## src/rtl/sobel_grad_post.sv

```systemverilog
// Sobel output stage: clips or thresholds the gradient magnitude, quantises the gradient
// direction, and derives a frame-adaptive threshold from the previous frame's mean magnitude.
module sobel_grad_post #(
    parameter int MW       = 16,
    parameter int DW       = 8,
    parameter int AW       = 20,
    parameter int SW       = 32,
    parameter int CW       = 24,
    parameter int GAIN     = 6,
    parameter int THR_MIN  = 16,
    parameter int THR_INIT = 128
) (
    input  logic          clk,
    input  logic          rst_n,
    input  logic          din_vsync,
    input  logic          din_hsync,
    input  logic [MW-1:0] din_mag,
    input  logic [AW-1:0] din_angle,
    input  logic [1:0]    mode,
    input  logic [DW-1:0] thr_manual,
    output logic          dout_vsync,
    output logic          dout_hsync,
    output logic [DW-1:0] dout,
    output logic [1:0]    dout_dir,
    output logic [DW-1:0] frame_thr,
    output logic          stat_busy
);
    localparam int               CNT_W     = $clog2(SW);
    localparam logic [CNT_W-1:0] LAST_STEP = CNT_W'(SW - 1);
    localparam logic [DW-1:0]    PIX_MAX   = {DW{1'b1}};
    localparam logic [DW-1:0]    THR_FLOOR = DW'(THR_MIN);
    localparam logic [DW-1:0]    THR_RST   = DW'(THR_INIT);

    typedef enum logic [1:0] {S_IDLE, S_DIV, S_SCALE} state_t;
    state_t state, state_nx;

    logic             vs_q, hs_q;
    logic             frame_start, frame_end, snap;
    logic [DW-1:0]    magc, magc_q;
    logic [1:0]       dir, dir_q;
    logic [1:0]       mode_q;
    logic [DW-1:0]    thr_man_q, thr_act, thr_adapt, thr_sel, pix;
    logic [SW-1:0]    sum;
    logic [SW:0]      sum_ext;
    logic [CW-1:0]    cnt;
    logic [SW-1:0]    rem, quo, den;
    logic [SW:0]      rem_sh, rem_sub;
    logic             rem_ge;
    logic [CNT_W-1:0] step_cnt;
    logic [SW+3:0]    scaled;
    logic [SW+1:0]    t_quarter;
    logic [DW-1:0]    t_clip, thr_new;
    logic             unused_bits;

    assign frame_start = din_vsync & ~vs_q;
    assign frame_end   = ~din_vsync & vs_q;
    assign snap        = frame_end && (cnt != '0);

    assign magc = (din_mag > {{(MW-DW){1'b0}}, PIX_MAX}) ? PIX_MAX : din_mag[DW-1:0];
    // Adding 22.5 deg carries into the folded octant bits only when bit AW-4 is set.
    assign dir  = din_angle[AW-2:AW-3] + {1'b0, din_angle[AW-4]};

    assign unused_bits = ^{din_angle[AW-1], din_angle[AW-5:0], scaled[1:0]};

    // NOTE: every register sits in an async-reset always_ff with non-blocking assignments
    // so all stages sample the same pre-edge values.
    always_ff @(posedge clk or negedge rst_n) begin
        if (!rst_n) begin
            vs_q      <= 1'b0;
            hs_q      <= 1'b0;
            magc_q    <= '0;
            dir_q     <= '0;
            mode_q    <= '0;
            thr_man_q <= THR_RST;
            thr_act   <= THR_RST;
        end else begin
            vs_q   <= din_vsync;
            hs_q   <= din_hsync;
            magc_q <= magc;
            dir_q  <= dir;
            if (frame_start) begin
                mode_q    <= mode;
                thr_man_q <= thr_manual;
                thr_act   <= thr_adapt;
            end
        end
    end

    assign thr_sel   = (mode_q == 2'd2) ? thr_act : thr_man_q;
    assign frame_thr = thr_sel;

    // NOTE: pix gets a default before the case so no path can infer a latch.
    always_comb begin
        pix = magc_q;
        case (mode_q)
            2'd0:       pix = magc_q;
            2'd1, 2'd2: pix = (magc_q >= thr_sel) ? PIX_MAX : '0;
            default:    pix = (magc_q >= thr_man_q) ? magc_q : '0;
        endcase
    end

    always_ff @(posedge clk or negedge rst_n) begin
        if (!rst_n) begin
            dout_vsync <= 1'b0;
            dout_hsync <= 1'b0;
            dout       <= '0;
            dout_dir   <= '0;
        end else begin
            dout_vsync <= vs_q;
            dout_hsync <= hs_q;
            dout       <= hs_q ? pix : '0;
            dout_dir   <= hs_q ? dir_q : '0;
        end
    end

    assign sum_ext = {1'b0, sum} + {{(SW+1-DW){1'b0}}, magc};

    always_ff @(posedge clk or negedge rst_n) begin
        if (!rst_n) begin
            sum <= '0;
            cnt <= '0;
        end else if (frame_end) begin
            sum <= '0;
            cnt <= '0;
        end else if (din_vsync && din_hsync) begin
            sum <= sum_ext[SW] ? {SW{1'b1}} : sum_ext[SW-1:0];
            cnt <= (&cnt) ? cnt : cnt + CW'(1);
        end
    end

    // Restoring division: the dividend shifts out of quo while quotient bits shift in.
    assign rem_sh  = {rem, quo[SW-1]};
    assign rem_sub = rem_sh - {1'b0, den};
    assign rem_ge  = ~rem_sub[SW];

    assign scaled    = {4'b0000, quo} * (SW+4)'(GAIN);
    assign t_quarter = scaled[SW+3:2];
    assign t_clip    = (t_quarter > {{(SW+2-DW){1'b0}}, PIX_MAX}) ? PIX_MAX : t_quarter[DW-1:0];
    assign thr_new   = (t_clip < THR_FLOOR) ? THR_FLOOR : t_clip;

    always_ff @(posedge clk or negedge rst_n) begin
        if (!rst_n) state <= S_IDLE;
        else        state <= state_nx;
    end

    always_comb begin
        state_nx = state;
        case (state)
            S_IDLE:  if (snap) state_nx = S_DIV;
            S_DIV:   if (!snap && step_cnt == LAST_STEP) state_nx = S_SCALE;
            S_SCALE: state_nx = snap ? S_DIV : S_IDLE;
            default: state_nx = S_IDLE;
        endcase
    end

    always_ff @(posedge clk or negedge rst_n) begin
        if (!rst_n) begin
            rem       <= '0;
            quo       <= '0;
            den       <= '0;
            step_cnt  <= '0;
            thr_adapt <= THR_RST;
        end else if (snap) begin
            rem      <= '0;
            quo      <= sum;
            den      <= {{(SW-CW){1'b0}}, cnt};
            step_cnt <= '0;
        end else if (state == S_DIV) begin
            rem      <= rem_ge ? rem_sub[SW-1:0] : rem_sh[SW-1:0];
            quo      <= {quo[SW-2:0], rem_ge};
            step_cnt <= step_cnt + CNT_W'(1);
        end else if (state == S_SCALE) begin
            thr_adapt <= thr_new;
        end
    end

    assign stat_busy = (state != S_IDLE);

endmodule
```

## config.mk

```make
export PLATFORM = sky130hd
export DESIGN_NAME = sobel_grad_post
export DESIGN_NICKNAME = d
export VERILOG_FILES = /design/src/rtl/sobel_grad_post.sv
export SDC_FILE = /design/constraint.sdc
export NUM_CORES = 1
export LEC_CHECK = 0
export CORE_ASPECT_RATIO = 0.9
export CORE_MARGIN = 2
export CORE_UTILIZATION = 29
export DETAILED_ROUTE_END_ITERATION = 10
export PLACE_DENSITY = 0.43
export SLEW_MARGIN = 20
export SYNTH_ARGS = -nofsm -noshare
export SYNTH_HDL_FRONTEND = slang
export SYNTH_SLANG_ARGS = --single-unit
```

## constraint.sdc

```tcl
create_clock -name clk -period 3.5 [get_ports clk]
set_input_delay 0.35 -clock clk [delete_from_list [all_inputs] [get_ports clk]]
set_output_delay 0.35 -clock clk [all_outputs]
set_load 0.005 [all_outputs]
```

* After elaboration in Yosys (flattened, before gate mapping)
Cells that the tools add are included.
Word-level totals: bits of input ports 50, output and inout port bits 21, word-level logic and storage cells 86, register bits after elaboration 201
Cells by class: multiplexer cells 26, eq/ne operators 8, multiply operators 1, add/sub/neg operators 5, bitwise operators 7, order comparisons 5, reduce and logical (&&, ||, !) cells 15
Operators by type and width (count):
- $mux 32 | 8
- $mux 24 | 3
- $mux 8 | 7
- $mul 32x2->34 const B | 1
- $add 32x8->33 | 1
- $gt 33x8->1 const B | 1
- $sub 33x24->33 | 1
- $add 24x1->24 const B | 1
- $reduce_and 24->1 | 1
- $reduce_bool 24->1 | 1
- $ge 8x8->1 | 2
- $gt 16x8->1 const B | 1
- $pmux 8 s2 | 1
- $mux 5 | 2
- $lt 8x5->1 const B | 1
- $mux 2 | 3
- $ne 2x2->1 const B | 3
- $pmux 2 s3 | 1
- $reduce_bool 2->1 | 3
- $add 5x1->5 const B | 1
- $eq 5x5->1 const B | 1
- $not 1->1 | 5
- $eq 2x1->1 const B | 2
- $eq 2x2->1 const B | 2
- 9 further kinds | 14

* Longest topological paths before layout
Gate-level depths: netlist of the first run.
word-level depth 7, gate-level depth with buffers 16, depth with buffers taken out 15

* Worst setup path after synthesis of the first run
Ideal clock, no wire load.
path kind input-to-reg, from input port din_mag[13], to register sum[26], arrival 3.362 ns, data required time 3.401 ns, library setup time 0.099 ns, path buffers 1, setup slack 0.039 ns, stages on the path 15, path through nor4_1 -> nand2_1 -> or2_2 -> ha_1 -> fa_1 -> a21o_1 -> a21oi_1 -> o21bai_1 -> a21oi_1 -> o21ai_0 -> and3_1 -> and2_1 -> clkbuf_1 -> and3_1 -> a311oi_1
On the way: cells in the longest elaborated chain, start to end 6
RTL lines:
- start, declared | RTL line 17 | input logic [MW-1:0] din_mag,
- $gt 16x8->1 | RTL line 59 | assign magc = (din_mag > {{(MW-DW){1'b0}}, PIX_MAX}) ? PIX_MAX : din_mag[DW-1:0];
- $mux 8 | RTL line 59
- via magc[0] | RTL line 39 | logic [DW-1:0] magc, magc_q;
- $add 32x8->33 | RTL line 116 | assign sum_ext = {1'b0, sum} + {{(SW+1-DW){1'b0}}, magc};
- $mux 32 | RTL line 126 | sum <= sum_ext[SW] ? {SW{1'b1}} : sum_ext[SW-1:0];
- $mux 32 | RTL line 125 | end else if (din_vsync && din_hsync) begin
- $mux 32 | RTL line 122 | end else if (frame_end) begin
- end signal, assigned | RTL line 126
- end, declared | RTL line 43 | logic [SW-1:0] sum;
The timed path passes the listed nets, and every way through them passes these cells. The select of a mux whose other input is x is not followed. A chain may end at the register's enable or synchronous reset.

* Worst setup path in the final report of the first run
from register quo[0], to register thr_adapt[6]
On the way: cells in the longest elaborated chain, start to end 5
RTL lines:
- start, declared | RTL line 46 | logic [SW-1:0] rem, quo, den;
- start signal, assigned | RTL line 165 | quo <= sum;
- start signal, assigned | RTL line 170 | quo <= {quo[SW-2:0], rem_ge};
- $mul 32x2->34 * | RTL line 136 | assign scaled = {4'b0000, quo} * (SW+4)'(GAIN);
- $gt 33x8->1 | RTL line 138 | assign t_clip = (t_quarter > {{(SW+2-DW){1'b0}}, PIX_MAX}) ? PIX_MAX : t_quarter[DW-1:0];
- $mux 8 * | RTL line 138
- $lt 8x5->1 | RTL line 139 | assign thr_new = (t_clip < THR_FLOOR) ? THR_FLOOR : t_clip;
- $mux 8 * | RTL line 139
- end signal, assigned | RTL line 173 | thr_adapt <= thr_new;
- end, declared | RTL line 42 | logic [DW-1:0] thr_man_q, thr_act, thr_adapt, thr_sel, pix;
Mark *: on every way between the ends. The rest lies on a longest branch, timed or not.

==> flow_metrics.env, run 1 <==
export IMPL_status="finished, final reports clean"
export IMPL_synth_edf_count=0
export IMPL_fin_tns_setup_ns=0
export IMPL_cap_violations=0
export IMPL_antenna_found_initial=0
export IMPL_die_x_um=225
export IMPL_reg2reg_from="quo[0]$_DFFE_PN0P_"
export IMPL_final_max_slew_viol_count=0
export IMPL_dp_slack_ns=-0.450
export IMPL_post_drt_wl_per_cell_um=16.5
export IMPL_vias=11000
export IMPL_rows=72
export IMPL_final_setup_skew_ns=0.0271
export IMPL_overflow=0
export IMPL_cp_max_fo=8
export IMPL_max_slew_margin_rel=0.427
export IMPL_path_class="flop to flop"
export IMPL_initial_utilization=0.295
export IMPL_period_needed_ns=3.32
export IMPL_final_nets=1747
export IMPL_finalNonFillerCells=2181
export IMPL_drive_gt1_frac=0.134
export IMPL_syn_instance_count=1495
export IMPL_grt_usage=0.159
export IMPL_ios=71
export IMPL_yosys_warnings=0
export IMPL_fin_util=0.362
export IMPL_fin_ws_ns=0.183
export IMPL_syn_area_per_cell_um2=8.52
export IMPL_fillCellCount=4430
export IMPL_die_h_um=203
export IMPL_start_kind="flop"
export IMPL_p_per_area_nw_per_um2=919
export IMPL_async_flop_share=1.00
export IMPL_internal_power_uw=8120
export IMPL_numCtsBuffers=26
export IMPL_clk_pin_slew_ns=0.06
export IMPL_clock_latency_ns=0.55
export IMPL_endpoint_kind="flop"
export IMPL_io_buffers=53
export IMPL_grt_setup_unrepaired="yes"
export IMPL_cp_required_ns=3.91
export IMPL_drt_iter0_drc=637
export IMPL_syn_num_nets=1636
export IMPL_synth_distinct_cells=61
export IMPL_syn_to_final_growth_pct=22.5
export IMPL_synth_area_um2=12700
export IMPL_firstDrtPassIters=4
export IMPL_cts_tree="built"
export IMPL_yosysSeqAreaShare=0.395
export IMPL_pwr_share_clk=0.192
export IMPL_p_seq_frac=0.234
export IMPL_ys_ff_latch=201
export IMPL_critPathArrivalTime_ns=3.73
export IMPL_worst_slew_pin_slew_ns=0.853
export IMPL_cts_sinks=201
export IMPL_hpwlAfterDp_mm=26.4
export IMPL_rr_endpoint="thr_adapt[6]$_DFFE_PN0P_"
export IMPL_cts_max_level=1
export IMPL_setup_viol=0
export IMPL_power_leakage_uw=0.00687
export IMPL_root_buffer="clkbuf_16"
export IMPL_min_period_over_period=0.948
export IMPL_endpoint="thr_adapt[6]$_DFFE_PN0P_"
export IMPL_ir_drop_mv=0.359
export IMPL_clock_path_buffers=3
export IMPL_place_gp_congestion=0.801
export IMPL_p_sw_uw=6220
export IMPL_place_inst=2127
export IMPL_r2r_cells=14
export IMPL_grt_pass1_vias=11100
export IMPL_hp_class="input port to flop"
export IMPL_cp_startpoint="quo[0]$_DFFE_PN0P_"
export IMPL_drtAntennaViolNets=0
export IMPL_swShare=0.433
export IMPL_ys_flop_type="dfrtp_1"
export IMPL_drt_wl_total_mm=36.0
export IMPL_share_comb_of_total_power=0.575
export IMPL_reg2reg_slack_ns=0.18
export IMPL_die_area_um2=45600
export IMPL_clock_fmax_ghz=0.302
export IMPL_hold_violations=0
export IMPL_post_drt_via_cell_ratio=5.04
export IMPL_core_area_um2=43200
export IMPL_grt_pass1_wl_mm=59.5
export IMPL_grt_max_degree=93
export IMPL_post_route_drc_count=0
export IMPL_antenna_cells=0
==> per-stage QoR <==
step                      total power, uW  hold slack (ns)  cell area, um2
final                               14300            0.305           15600
after global routing                15600            0.300           15600
after CTS                           14100            0.280           15400
after detailed placement            11300            0.447           14500
after global placement              11300            0.440           14500
after floorplan                      8760           0.0544           12700
==> timing repair <==
action,CTS,global route
setup endpoints to repair,8,50
setup buffers,1,4
gates resized for setup,2,35
hold endpoints to repair,85,0
hold buffers,1,0
pin swaps,2,13
gates cloned,0,0
==> flip-flops by register name, summed over array words and instances (netlist names), 5 cells and up <==
| signal | flops |
|---|---|
| magc_q | 8 |
| den | 24 |
| cnt | 24 |
| sum | 32 |
| rem | 32 |
| thr_man_q | 8 |
| quo | 32 |
| thr_adapt | 8 |
| thr_act | 8 |
| step_cnt | 5 |
| dout | 8 |
==> layer usage <==
layer | vias up | global-route usage | part of all wire
met3 | 45 | 0.0190 | 0.020
met1 | 5303 | 0.229 | 0.51
li1 | 5554 | - | -
met2 | 99 | 0.256 | 0.45
met5 | - | 0 | 0
met4 | 0 | 0.0350 | 0.020
==> how the worst min path moves through the flow <==
stage                            end  cells past startpoint                from
5_1_grt               hs_q$_DFF_PN0_                      1           din_hsync
2_1_floorplan     cnt[0]$_DFFE_PN0P_                      0               rst_n
3_3_place_gp   dout_dir[0]$_DFF_PN0_                      1  dir_q[0]$_DFF_PN0_
3_5_place_dp   dout_dir[1]$_DFF_PN0_                      1  dir_q[1]$_DFF_PN0_
4_1_cts               hs_q$_DFF_PN0_                      1           din_hsync
6_report              hs_q$_DFF_PN0_                      1           din_hsync
==> power by group through the flow <==
stage | Sequential [uW] | Clock (uW) | Combinational [uW]
floorplan | 3220 | 0 | 5540
global placement | 3380 | 0 | 7900
detailed placement | 3380 | 0 | 7900
CTS | 3340 | 2840 | 7960
global route | 3430 | 2940 | 9260
finish | 3350 | 2750 | 8240
==> synthesized netlist by cell type (all sizes together), types with 3 or more instances <==
cell type | instances | area [um2]
fa | 3 | 60.1
o31ai | 9 | 67.6
xnor2 | 33 | 304
a41oi | 3 | 26.3
ha | 88 | 1100
a21o | 38 | 285
inv | 71 | 267
mux2i | 7 | 70.1
a211oi | 16 | 120
mux2 | 13 | 146
nand2 | 219 | 822
o21a | 20 | 150
o2111ai | 3 | 26.3
nor2 | 119 | 447
dfrtp | 198 | 4950
nor4 | 12 | 103
nand4 | 26 | 163
nand3 | 38 | 190
or3 | 12 | 75.1
nor3 | 24 | 120
nand2b | 20 | 125
a21oi | 104 | 521
buf | 3 | 15.0
and2 | 15 | 93.8
o211ai | 8 | 60.1
o21bai | 7 | 52.6
a31oi | 78 | 488
and4 | 4 | 35.0
or2 | 15 | 93.8
nor2b | 14 | 87.6
dfstp | 3 | 78.8
a311oi | 10 | 87.6
o21ai | 113 | 566
xor2 | 33 | 289
or4 | 4 | 30.0
clkbuf | 68 | 255
and3 | 18 | 113
==> cell type report <==
type | count | area (um2) | share of cell area
Sequential cell | 201 | 5030 | 0.323
Multi-Input combinational cell | 1152 | 7350 | 0.471
Tap cell | 555 | 694 | 0.0445
Clock inverter | 14 | 164 | 0.0105
Clock buffer | 34 | 721 | 0.0462
Timing Repair Buffer | 154 | 1370 | 0.0881
Inverter | 71 | 267 | 0.0171
==> placed cells by master, fill, tap and decap left out, types with 12 or more instances in the layout <==
cell | Yosys | layout
a211oi_1 | 16 | 15
a21o_1 | 38 | 38
a21oi_1 | 104 | 101
a31oi_1 | 78 | 77
and2_1 | 15 | 15
and3_1 | 18 | 17
buf_4 | 0 | 93
clkbuf_16 | 0 | 26
clkdlybuf4s50_1 | 0 | 52
dfrtp_1 | 198 | 197
ha_1 | 88 | 86
inv_1 | 71 | 71
mux2_2 | 13 | 13
nand2_1 | 219 | 219
nand2b_1 | 20 | 19
nand3_1 | 38 | 38
nand4_1 | 26 | 26
nor2_1 | 119 | 119
nor3_1 | 24 | 22
o21a_1 | 20 | 19
o21ai_0 | 110 | 106
or2_2 | 15 | 15
or3_1 | 12 | 12
xnor2_1 | 31 | 31
xor2_1 | 33 | 33
==> critical path, stage by stage (launching register included) <==
cell      delay, ns
dfrtp_1        0.39
ha_2           0.19
inv_1          0.05
fa_1           0.39
nand2b_4       0.17
a21oi_4        0.21
o21ai_4        0.10
o31ai_4        0.28
nand2b_1       0.14
a31oi_1        0.10
xnor2_1        0.15
or4_4          0.50
nor4_4         0.29
buf_6          0.17
a31oi_1        0.08
==> cells by family after synthesis <==
kind of cell / Yosys count / share of synthesized area
adders and majority gates: 91 / 0.0912
AOI/OAI and AO/OA: 430 / 0.207
and+or+nand+nor: 545 / 0.201
muxes: 20 / 0.0170
xor gates and xnor gates: 66 / 0.0466
buffers and inverters: 142 / 0.0421
DFF: 201 / 0.395
Note: power is estimated with default switching activity, not from simulation.
==> inputs of run 2 (changes only) <==
--- a/config.mk
+++ b/config.mk
@@ -5,6 +5,7 @@
 export SDC_FILE = /design/constraint.sdc
 export NUM_CORES = 1
 export LEC_CHECK = 0
+export CAP_MARGIN = 5
 export CORE_ASPECT_RATIO = 0.9
 export CORE_MARGIN = 2
 export CORE_UTILIZATION = 29
==> results of run 2 <==
Final layout, timing and power as in run 1 (identical DEF).
